**src/rtl/bfsk_demodulator.sv**
```systemverilog
`default_nettype none
// ============================================================================
// Module      : bfsk_demodulator
// Description : BFSK receiver. Hunts for a constant-level sync preamble,
//               then slices fixed-length symbol windows and decides each bit
//               by counting rising (negative-to-non-negative) zero crossings.
// Ports       : clk          - system clock, rising edge
//               reset_n      - asynchronous active-low reset
//               sample_in    - two's complement sine sample
//               sample_valid - qualifies sample_in
//               data_out     - decided bit, held until the next decision
//               data_valid   - one-cycle strobe for data_out
//               locked       - high in SYNC or DEMOD
//               frame_done   - strobe together with the last bit of a frame
//               carrier_lost - strobe on a crossing-free window (optional)
// Options     : BFSK_DEMOD_CARRIER_CHECK_EN - when defined, a window with no
//               crossings aborts the frame and pulses carrier_lost instead of
//               emitting a 0 bit. When undefined, carrier_lost is tied low.
// Revision    : 1.0 - initial release
// ============================================================================
module bfsk_demodulator #(
    parameter int                     SAMPLE_WIDTH = 18,
    parameter logic [SAMPLE_WIDTH-1:0] SYNC_WORD   = 18'h0FFFF,
    parameter int                     SYNC_MIN     = 8,
    parameter int                     SYMBOL_LEN   = 400,
    parameter int                     XING_THRESH  = 6,
    parameter int                     FRAME_BITS   = 8
) (
    input  logic                    clk,
    input  logic                    reset_n,
    input  logic [SAMPLE_WIDTH-1:0] sample_in,
    input  logic                    sample_valid,
    output logic                    data_out,
    output logic                    data_valid,
    output logic                    locked,
    output logic                    frame_done,
    output logic                    carrier_lost
);

    localparam int c_samp_w = $clog2(SYMBOL_LEN + 1);
    localparam int c_xing_w = $clog2(SYMBOL_LEN / 2 + 1);
    localparam int c_bit_w  = $clog2(FRAME_BITS + 1);
    localparam int c_sync_w = $clog2(SYNC_MIN + 1);

    typedef enum logic [1:0] {
        ST_HUNT  = 2'd0,
        ST_SYNC  = 2'd1,
        ST_DEMOD = 2'd2
    } state_t;

    state_t              state_q, state_d;
    logic [c_sync_w-1:0] sync_cnt_q, sync_cnt_d;
    logic [c_samp_w-1:0] samp_cnt_q, samp_cnt_d;
    logic [c_xing_w-1:0] xing_cnt_q, xing_cnt_d;
    logic [c_bit_w-1:0]  bit_cnt_q, bit_cnt_d;
    logic                prev_sign_q, prev_sign_d;
    logic                data_out_q, data_out_d;
    logic                data_valid_q, data_valid_d;
    logic                frame_done_q, frame_done_d;
`ifdef BFSK_DEMOD_CARRIER_CHECK_EN
    logic                carrier_lost_q, carrier_lost_d;
`endif

    logic                w_is_sync;
    logic                w_sign;
    logic [c_xing_w-1:0] w_xing_next;
    logic                take;
    logic                leave;

    assign w_is_sync = (sample_in == SYNC_WORD);
    assign w_sign    = sample_in[SAMPLE_WIDTH-1];

    // Crossing count including the current sample, saturating at all-ones.
    assign w_xing_next = (prev_sign_q && !w_sign && (xing_cnt_q != {c_xing_w{1'b1}}))
                       ? xing_cnt_q + 1'b1 : xing_cnt_q;

    always_comb begin
        state_d      = state_q;
        sync_cnt_d   = sync_cnt_q;
        samp_cnt_d   = samp_cnt_q;
        xing_cnt_d   = xing_cnt_q;
        bit_cnt_d    = bit_cnt_q;
        prev_sign_d  = prev_sign_q;
        data_out_d   = data_out_q;
        data_valid_d = 1'b0;
        frame_done_d = 1'b0;
`ifdef BFSK_DEMOD_CARRIER_CHECK_EN
        carrier_lost_d = 1'b0;
`endif
        take  = 1'b0;
        leave = 1'b0;

        if (sample_valid) begin
            case (state_q)
                ST_HUNT: begin
                    if (w_is_sync) begin
                        sync_cnt_d = sync_cnt_q + 1'b1;
                        if (sync_cnt_q == c_sync_w'(SYNC_MIN - 1)) begin
                            state_d = ST_SYNC;
                        end
                    end else begin
                        sync_cnt_d = '0;
                    end
                end
                ST_SYNC: begin
                    // Counters and prev_sign are zero here, so the first
                    // data sample goes through the ordinary DEMOD path.
                    if (!w_is_sync) begin
                        state_d = ST_DEMOD;
                        take    = 1'b1;
                    end
                end
                ST_DEMOD: take = 1'b1;
                default:  state_d = ST_HUNT;
            endcase
        end

        if (take) begin
            prev_sign_d = w_sign;
            samp_cnt_d  = samp_cnt_q + 1'b1;
            xing_cnt_d  = w_xing_next;
            if (samp_cnt_q == c_samp_w'(SYMBOL_LEN - 1)) begin
                samp_cnt_d = '0;
                xing_cnt_d = '0;
`ifdef BFSK_DEMOD_CARRIER_CHECK_EN
                if (w_xing_next == '0) begin
                    carrier_lost_d = 1'b1;
                    leave          = 1'b1;
                end else
`endif
                begin
                    data_out_d   = (w_xing_next >= c_xing_w'(XING_THRESH));
                    data_valid_d = 1'b1;
                    if (bit_cnt_q == c_bit_w'(FRAME_BITS - 1)) begin
                        frame_done_d = 1'b1;
                        leave        = 1'b1;
                    end else begin
                        bit_cnt_d = bit_cnt_q + 1'b1;
                    end
                end
            end
        end

        if (leave) begin
            state_d     = ST_HUNT;
            sync_cnt_d  = '0;
            bit_cnt_d   = '0;
            prev_sign_d = 1'b0;
        end
    end

    always_ff @(posedge clk or negedge reset_n) begin
        if (!reset_n) begin
            state_q      <= ST_HUNT;
            sync_cnt_q   <= '0;
            samp_cnt_q   <= '0;
            xing_cnt_q   <= '0;
            bit_cnt_q    <= '0;
            prev_sign_q  <= 1'b0;
            data_out_q   <= 1'b0;
            data_valid_q <= 1'b0;
            frame_done_q <= 1'b0;
        end else begin
            state_q      <= state_d;
            sync_cnt_q   <= sync_cnt_d;
            samp_cnt_q   <= samp_cnt_d;
            xing_cnt_q   <= xing_cnt_d;
            bit_cnt_q    <= bit_cnt_d;
            prev_sign_q  <= prev_sign_d;
            data_out_q   <= data_out_d;
            data_valid_q <= data_valid_d;
            frame_done_q <= frame_done_d;
        end
    end

`ifdef BFSK_DEMOD_CARRIER_CHECK_EN
    always_ff @(posedge clk or negedge reset_n) begin
        if (!reset_n) begin
            carrier_lost_q <= 1'b0;
        end else begin
            carrier_lost_q <= carrier_lost_d;
        end
    end
    assign carrier_lost = carrier_lost_q;
`else
    assign carrier_lost = 1'b0;
`endif

    assign data_out   = data_out_q;
    assign data_valid = data_valid_q;
    assign frame_done = frame_done_q;
    assign locked     = (state_q != ST_HUNT);

endmodule
`default_nettype wire

```
**config.mk**
```make
export PLATFORM = sky130hd
export DESIGN_NAME = bfsk_demodulator
export DESIGN_NICKNAME = d
export VERILOG_FILES = /design/src/rtl/bfsk_demodulator.sv
export SDC_FILE = /design/constraint.sdc
export NUM_CORES = 1
export LEC_CHECK = 0
export CORE_MARGIN = 2
export CORE_UTILIZATION = 49
export DETAILED_ROUTE_END_ITERATION = 12
export HOLD_SLACK_MARGIN = 0.1
export PLACE_DENSITY = 0.74
export RECOVER_POWER = 100
export SLEW_MARGIN = 20
export SYNTH_ARGS = -nofsm -noshare
export SYNTH_HDL_FRONTEND = slang
export SYNTH_SLANG_ARGS = --single-unit
```
**constraint.sdc**
```tcl
create_clock -name clk -period 2.21 [get_ports clk]
set_clock_uncertainty 0.05 [all_clocks]
set_input_delay 0.3315 -clock clk [delete_from_list [all_inputs] [get_ports clk]]
set_output_delay 0.3315 -clock clk [all_outputs]
set_load 0.01 [all_outputs]
```
==> results by group <==
Drt
  • Iteration-0 DRC Markers: about 160
  • ANT nets after route: 0
  • Total Routed Length: about 4.6 mm
  • DR pass1 iterations: 4
  • Via-to-Cell Ratio: 5.711
  • DRC Markers: 0
  • Avg WL per Cell: ~15 um
  • Vias: ~1800

Clocking
  • Longest Clk Path Bufs: 2
  • Num CTS Buffers: 5
  • H-tree Lvls: 2
  • Clock tree from TritonCTS: yes
  • Clock latency on the worst-skew pair: ~0.28 ns
  • Root Buffer: clkbuf_8
  • Clock slew at reported path FFs: around 0.070 ns
  • Postcts setup bufs: 0
  • Clock sinks: 31

Global route
  • Antenna violations before repair: 0
  • Pin count of the biggest net entering global routing: 32
  • Wire length of the first global-routing pass: between 7 and 8 mm
  • All-Layer GR Usage: 0.2221
  • Number of global-route vias before repair: 1732
  • Overflow after GRT: 0

Finish
  • Inserted Diodes: 0
  • Synthesis-to-finish area growth: 30.98%
  • Layout cells sized above 1: 0.2172
  • Layout fillers: between 300 and 400
  • Nets@finish: between 200 and 300

Floorplan
  • Initial Util: 0.5211
  • # rows: 22
  • Chip width: about 67 um
  • Die Area: 4502 sq um
  • Core footprint: 3744 sq um
  • Die Y: 67.10 um
  • IO Count: 26

Yosys
  • Sequential cell area fraction in the yosys report: 0.3977
  • Ys async rst share: 1.000
  • Syn Inst Count: approximately 210
  • Synth Net Count: 242
  • Number of synthesized register bits: 31
  • Ys flop type: dfrtp_1
  • Most numerous cell in the Yosys netlist: dfrtp_1
  • Yosys top cell by area: dfrtp_1
  • Number of synthesized flops with an enable pin: 0
  • Mapped Avg Cell Area: slightly above 9 sq um
  • Cell Area, Synth: 1951 sq um
  • Yosys Warn Count: 0
  • Post-synth top cells: dfrtp_1 (31), nand2_1 (27), o21ai_0 (19), nor2_1 (11), nand3_1 (9)
  • Synth top area cells: dfrtp_1 (40%), nand2_1 (5.2%), o21ai_0 (4.9%)
  • Count of cell types in the netlist: 55
  • Yosys top cell area share: 0.3977

Worst setup path
  • Nature of the critical path endpoint: flip-flop
  • Critical Path Start Type: flip-flop
  • Crit-path max FO: 5
  • Worst EP required: 2.32 ns
  • Worst EP arrival: 2.25 ns
  • Setup CP Type: flip-flop to flip-flop

STA
  • Endpoints failing setup: 0
  • FMAX: ~0.47 GHz
  • Final hold violation count: 0
  • Period minus WS final: 2.136 ns
  • Relative slew margins: 0.4829
  • Final Cycle Share: 0.9664
  • RSZ-0062 raised after global routing: yes
  • Hold WS: between 0.4 and 0.5 ns
  • Measured slew at the worst slew-check pin: 0.7756 ns
  • Max-slew violations: 0
  • Final worst slack: about 0.074 ns

Power
  • Flop pwr share: 0.384
  • Comb power frac: 0.362
  • Pwr dens: between 700 and 800 nW/um^2
  • Sw frac: 0.3440
  • Power, Total: about 0.0019 W
  • Leak: about 1.1 nW
  • Clock share of power: 0.255
  • Sw Pwr: 0.0006652 W
  • Internal power: about 0.0013 W
  • Peak VDD IR: about 0.57 mV

Status
  • Status: complete, no violations

Hold path
  • Worst Hold Class: flip-flop to flip-flop

Run
  • MaxCap Viol Count: 0

Place
  • Pre-CTS setup slack: -0.2487 ns
  • PortBufs: 24
  • HPWL Detailed: 3.406 mm
  • Final GP Congestion: about 0.86
==> final cells by class <==
class	count	area [sq um]	area share
Multi-Input combinational cell	165	1115	0.4363
Sequential cell	31	775.7	0.3036
Timing Repair Buffer	56	478.0	0.1871
Clock buffer	8	100.1	0.03918
Tap cell	48	60.06	0.02351
Inverter	7	26.28	0.01028
==> flip-flops by register name, indices dropped and copies added (netlist names) <==
register	count
prev_sign_q	1
state_q	2
samp_cnt_q	9
bit_cnt_q	4
xing_cnt_q	8
data_valid	1
frame_done	1
sync_cnt_q	4
data_out	1
==> what timing repair did <==
action | 4_1_cts | 5_1_grt
resized for setup | 0 | 6
hold buffers | 0 | 0
endpoints found under the setup margin | 0 | 13
==> power groups by stage <==
stage               Sequential, W  Clock, W  Combinational [W]
floorplan                0.000727         0           0.000451
finish                   0.000742  0.000492           0.000699
detailed placement       0.000746         0           0.000694
global route             0.000752  0.000529           0.000776
global placement         0.000747         0           0.000678
CTS                      0.000738  0.000507           0.000698
==> critical path, stage by stage, from the launching register on <==
cell and delay (ns):
dfrtp_1 0.42, ha_1 0.25, and4_1 0.25, a211oi_1 0.41, mux2i_1 0.23, nand4_1 0.13
mux2_2 0.28
==> path summary, 6_finish.rpt <==
kind,from,to,slack [ns],cells after the start
setup reg to reg,xing_cnt_q[0]$_DFFE_PN0P_,data_out$_DFFE_PN0P_,0.07,6
setup / recovery,xing_cnt_q[0]$_DFFE_PN0P_,data_out$_DFFE_PN0P_,0.07,6
max in group asynchronous,reset_n,sync_cnt_q[1]$_DFFE_PN0P_,1.00,2
min in group asynchronous,reset_n,state_q[1]$_DFFE_PN0P_,0.60,2
hold / removal,samp_cnt_q[1]$_DFFE_PN0P_,samp_cnt_q[1]$_DFFE_PN0P_,0.45,2
hold reg to reg,samp_cnt_q[1]$_DFFE_PN0P_,samp_cnt_q[1]$_DFFE_PN0P_,0.45,2
==> per-layer routing <==
| metal | track usage | part of all wire | up-vias |
|---|---|---|---|
| li1 | - | - | 898 |
| met1 | 0.2833 | 0.48 | 861 |
| met2 | 0.3700 | 0.48 | 32 |
| met3 | 0.04392 | 0.032 | 8 |
| met4 | 0.07908 | 0.013 | 0 |
| met5 | 0 | 0 | - |
==> cells in the final DEF (no fill, tap or decap), types with 3 or more instances in the layout <==
cell             instances
dfrtp_1                 31
and3_1                   4
ha_1                     7
nor2b_1                  3
nand2_1                 27
xnor2_1                  6
clkdlybuf4s50_1         20
dlygate4sd3_1            4
mux2i_1                  4
nor2_1                  11
a31oi_1                  5
mux2_2                   3
nor3_1                   6
nand3b_1                 4
nand2b_1                 3
inv_1                    7
nand3_1                  9
nand4_1                  7
o21ai_0                 19
buf_4                   31
clkbuf_8                 7
o31ai_1                  4
==> cell families after synthesis <==
family | after synthesis | share of synthesized area
AO/OA/AOI/OAI | 56 | 0.2098
other | 1 | 0.001922
adder cells (fa/ha/maj) | 7 | 0.04490
AND/OR/NAND/NOR | 88 | 0.2386
XOR/XNOR | 6 | 0.02694
flip-flops | 31 | 0.3977
multiplexers | 7 | 0.03784
buffers and inverters | 18 | 0.04234
==> through the flow <==
stage	cells	TNS, ns	utilization	area [sq um]
after floorplan	214	0	-	1951
after global routing	315	-0.004343	0.6825	2555
after detailed placement	307	-4.343	0.6504	2435
after CTS	315	0	0.6771	2535
final	315	0	0.6825	2555
after global placement	307	-3.255	0.6504	2435
(Power assumes the default switching activity.)
